File: config.mk
export PLATFORM = sky130hd
export DESIGN_NAME = codeword_tx
export DESIGN_NICKNAME = d
export VERILOG_FILES = /design/src/rtl/codeword_tx.sv
export SDC_FILE = /design/constraint.sdc
export NUM_CORES = 1
export LEC_CHECK = 0
export ABC_AREA = 1
export CAP_MARGIN = 20
export CORE_ASPECT_RATIO = 0.5
export CORE_MARGIN = 2
export CORE_UTILIZATION = 45
export CTS_CLUSTER_DIAMETER = 50
export DETAILED_ROUTE_END_ITERATION = 8
export PLACE_DENSITY = 0.69
export SETUP_SLACK_MARGIN = 0.1
export SYNTH_ARGS = -nofsm -noshare
export SYNTH_HDL_FRONTEND = slang
export SYNTH_SLANG_ARGS = --single-unit
File: constraint.sdc
create_clock -name clk -period 3.4 [get_ports clk]
set_clock_uncertainty 0.1 [all_clocks]
set_input_delay 0.85 -clock clk [delete_from_list [all_inputs] [get_ports clk]]
set_output_delay 0.85 -clock clk [all_outputs]
set_load 0.05 [all_outputs]
File: src/rtl/codeword_tx.sv
// Serial "1..10" codeword transmitter: emits num_words codewords of ONES 1-bits plus a
// trailing 0, separated by gap 0-bits, then pulses done.
module codeword_tx #(
    parameter int CNT_W = 8,
    parameter int GAP_W = 4,
    parameter int ONES  = 3
) (
    input  logic             clk,
    input  logic             reset,
    input  logic             start,
    input  logic [CNT_W-1:0] num_words,
    input  logic [GAP_W-1:0] gap,
    output logic             level,
    output logic             busy,
    output logic             done,
    output logic [CNT_W-1:0] words_sent,
    output logic [2:0]       state
);

    // 4 bits covers the full legal ONES range of 1..15.
    localparam int               BIT_W    = 4;
    localparam logic [BIT_W-1:0] LAST_BIT = BIT_W'(ONES - 1);

    typedef enum logic [2:0] {
        S_IDLE = 3'b000,
        S_HIGH = 3'b001,
        S_LOW  = 3'b010,
        S_GAP  = 3'b011,
        S_FIN  = 3'b100
    } state_t;

    state_t             state_q, state_d;
    logic [BIT_W-1:0]   bit_cnt_q, bit_cnt_d;
    logic [GAP_W-1:0]   gap_cnt_q, gap_cnt_d;
    logic [GAP_W-1:0]   gap_q, gap_d;
    logic [CNT_W-1:0]   num_q, num_d;
    logic [CNT_W-1:0]   words_q, words_d;
    logic [CNT_W-1:0]   words_inc;

    assign words_inc = words_q + CNT_W'(1);

    always_comb begin
        // NOTE: every output of this block gets a default first, so no path leaves a
        // variable unassigned and no latch is inferred.
        state_d   = state_q;
        bit_cnt_d = bit_cnt_q;
        gap_cnt_d = gap_cnt_q;
        gap_d     = gap_q;
        num_d     = num_q;
        words_d   = words_q;

        case (state_q)
            S_IDLE: begin
                if (start) begin
                    words_d = '0;
                    if (num_words != '0) begin
                        num_d     = num_words;
                        gap_d     = gap;
                        bit_cnt_d = '0;
                        gap_cnt_d = '0;
                        state_d   = S_HIGH;
                    end else begin
                        state_d = S_FIN;
                    end
                end
            end

            S_HIGH: begin
                if (bit_cnt_q == LAST_BIT) begin
                    bit_cnt_d = '0;
                    state_d   = S_LOW;
                end else begin
                    bit_cnt_d = bit_cnt_q + BIT_W'(1);
                end
            end

            S_LOW: begin
                words_d = words_inc;
                if (words_inc == num_q) begin
                    state_d = S_FIN;
                end else if (gap_q == '0) begin
                    state_d = S_HIGH;
                end else begin
                    gap_cnt_d = '0;
                    state_d   = S_GAP;
                end
            end

            S_GAP: begin
                // GAP is only entered with gap_q != 0, so gap_q - 1 cannot underflow here.
                if (gap_cnt_q == gap_q - GAP_W'(1)) begin
                    gap_cnt_d = '0;
                    bit_cnt_d = '0;
                    state_d   = S_HIGH;
                end else begin
                    gap_cnt_d = gap_cnt_q + GAP_W'(1);
                end
            end

            S_FIN: begin
                state_d = S_IDLE;
            end

            default: begin
                state_d = S_IDLE;
            end
        endcase
    end

    // NOTE: every register, including the latched configuration, is cleared by the
    // asynchronous reset so a mid-transmission reset leaves no stale word count behind.
    always_ff @(posedge clk or posedge reset) begin
        if (reset) begin
            state_q   <= S_IDLE;
            bit_cnt_q <= '0;
            gap_cnt_q <= '0;
            gap_q     <= '0;
            num_q     <= '0;
            words_q   <= '0;
        end else begin
            // NOTE: non-blocking assignments here so every register samples the values
            // computed from the same pre-edge state.
            state_q   <= state_d;
            bit_cnt_q <= bit_cnt_d;
            gap_cnt_q <= gap_cnt_d;
            gap_q     <= gap_d;
            num_q     <= num_d;
            words_q   <= words_d;
        end
    end

    // Moore outputs decoded purely from registered state.
    assign level      = (state_q == S_HIGH);
    assign busy       = (state_q == S_HIGH) || (state_q == S_LOW) || (state_q == S_GAP);
    assign done       = (state_q == S_FIN);
    assign words_sent = words_q;
    assign state      = state_q;

endmodule

==> impl_metrics.ini <==
[status]
status = finished, final reports clean

[grt]
grt_pass1_wl_um = 7180
grt_overflow = 0
grt_max_degree = 32
grt_pass1_vias = 1664
grt_usage_pct = 20.2
antenna_found_initial = 0

[clocking]
cts_made_buffers = 5
cts.repair.resized = 0
cts_buffer_depth = 2
cts.sinks = 31
htreeDepth = 2
clk_latency_ns = 0.29
hold_buffers = 0
cts_setup_buffers = 0
clkTransAtPathRegs_ns = 0.06
cts_root_buf = clkbuf_8
tritoncts = built

[synth]
yosysWarnings = 0
netlist_area_um2 = 1840
ys_ff_latch = 31
netlist_instances = 250
synth.distinct_cells = 25
ys_seq_area_share_pct = 42.1
syn_avg_cell_area_um2 = 7.37
postSynthNetCount = 270

[drt]
wl_met2_um = 2050
wl_per_cell_um = 12.2
route.detailed.drc = 0
wl_met1_um = 1810
met3_length_um = 190
firstDrtPassIters = 4
postRouteAntennaNets = 0
highest_layer = met4
finalWirelength_um = 4130
vias = 1727
vias_per_cell = 5.09
drtIter0Drc = 77

[sta]
grt_setup_unrepaired = no
worst_slew_pin_slew_ns = 0.624
hold_viol = 0
slew_headroom_pct = 58.1
fmax_ghz = 0.352
slew_viol_final = 0
period_minus_slack_ns = 2.84
fin_crit_sh_pct = 83.6
tns_ns = 0
setup_viol_count_final = 0

[placement]
placed_cells = 332
post-dp-hpwl_um = 3220
gp_congestion = 0.903
io_buffers = 28

[critical_path]
cp_slowest_stage_delay_ns = 0.85
worstPathArrival_ns = 1.89
path_depth = 4
required_ns = 2.45
critPathKind = flop to output pin
worstRegToRegCells = 12
crit_chain = inv_1, nand2_1, nor2_1, clkdlybuf4s50_1
cp-end-kind = output pin
cp-start-kind = flop
cp_slowest_cell = clkdlybuf4s50_1
cpLargestDelayFamily = buffers and inverters
cp.buffers_inverters = 2
worst-path-max-fanout = 4

[cells_and_area]
diodes = 0
nNetsFinal = 305
area_growth_pct = 24.0
final_cells = 339
drive_above_1_share_pct = 6.67

[pwr]
power_density_nw_per_um2 = 305
p_leak_uw = 0.00107
irDropWorstVdd_v = 0.000187

[floorplanning]
rows = 16
start_util_pct = 47.0
core_area_um2 = 3920
ioPinCount = 29
fp.dieArea_um2 = 4650
die_x_um = 94.5
die_y_um = 49.3

[job]
cap_violations = 0

[worst_hold_path]
hold_path_class = flop to flop
hold_depth = 2
[area by class of cell]
cell class	count	area, um^2
well taps	54	67.6
repair buffers	30	295
multi-input cells	175	901
inverters	42	158
clock buffers	6	82.6
flip-flops and latches	31	776
clock inverters	1	5.00
fillers	382	1640
[power breakdown]
part | switching (uW) | internal, uW
Sequential | 0 | 369
Combinational | 12.2 | 15.6
Clock | 142 | 159
Total | 155 | 543
[cell usage in the layout, fill, tap and decap left out, types with 3 or more instances in the layout]
cell type        netlist  final
clkbuf_8               0      6
clkdlybuf4s50_1        0     28
dfrtp_1               31     31
ha_1                   5      5
inv_1                 42     42
nand2_1               58     58
nand3_1               34     34
nor2_1                21     21
nor2_2                 3      3
o21ai_0               23     23
o22ai_1                3      3
xnor2_1                3      3
xor2_1                 5      5
[worst paths after layout]
kind,startpoint,slack (ns),end
min,gap_cnt_q[3]$_DFFE_PP0P_,0.43,gap_cnt_q[3]$_DFFE_PP0P_
max,state[1]$_DFFE_PP0P_,0.56,level
min in group asynchronous,reset,0.84,num_q[5]$_DFFE_PP0P_
min reg2reg,gap_cnt_q[3]$_DFFE_PP0P_,0.43,gap_cnt_q[3]$_DFFE_PP0P_
max in group asynchronous,reset,2.06,state[1]$_DFFE_PP0P_
max reg2reg,words_sent[0]$_DFFE_PP0P_,1.30,gap_cnt_q[3]$_DFFE_PP0P_
[synth_stat cells]
| master | instances | area [um^2] |
|---|---|---|
| mux2_2 | 2 | 22.5 |
| xor2_1 | 5 | 43.8 |
| and2_1 | 2 | 12.5 |
| nand4_1 | 2 | 12.5 |
| nor2_2 | 3 | 18.8 |
| clkbuf_1 | 1 | 3.75 |
| inv_1 | 42 | 158 |
| o22ai_1 | 3 | 18.8 |
| a21oi_1 | 2 | 10.0 |
| buf_2 | 1 | 5.00 |
| nand3_1 | 34 | 170 |
| a211oi_1 | 1 | 7.51 |
| o2111a_1 | 1 | 11.3 |
| dfrtp_1 | 31 | 776 |
| nand2_2 | 2 | 12.5 |
| o21ai_0 | 23 | 115 |
| ha_1 | 5 | 62.6 |
| nor3_1 | 2 | 10.0 |
| nand3_2 | 1 | 10.0 |
| o21ai_1 | 2 | 10.0 |
| xnor2_1 | 3 | 26.3 |
| nor2_1 | 21 | 78.8 |
| nor2_4 | 2 | 22.5 |
| o21bai_1 | 1 | 7.51 |
| nand2_1 | 58 | 218 |
[metrics by stage]
stage               util (%)  instance area, um^2  total power (uW)  hold slack [ns]  worst slack, ns
global placement        56.0                 2200               404            0.404            0.859
global route            58.2                 2280               721            0.460            0.459
detailed placement      56.0                 2200               405            0.416            0.757
floorplan                  -                 1840               383            0.383            0.875
finish                  58.2                 2280               698            0.430            0.557
CTS                     58.2                 2280               708            0.430            0.536
[layer usage]
layer / global-route usage, % / vias to the layer above
met4: 7.97 / 0
li1: - / 869
met2: 35.1 / 47
met5: 0 / -
met3: 5.10 / 7
met1: 24.2 / 804
[cells by family after synthesis]
group,synth area share (%)
adders and majority gates,3.39
muxes,1.22
AOI/OAI and AO/OA,9.78
and+or+nand+nor,30.7
xor gates and xnor gates,3.80
buffers and inverters,9.03
DFF,42.1
[worst min-delay path, stage by stage (launching register included)]
cell and delay, ns:
dfrtp_1 0.38, nand2_1 0.06, nand2_1 0.06
[flip-flops by register name, summed over array words and instances, names as in the netlist]
signal	cells
bit_cnt_q	4
num_q	8
words_sent	8
state	3
gap_cnt_q	4
gap_q	4
(Power assumes the default switching activity.)
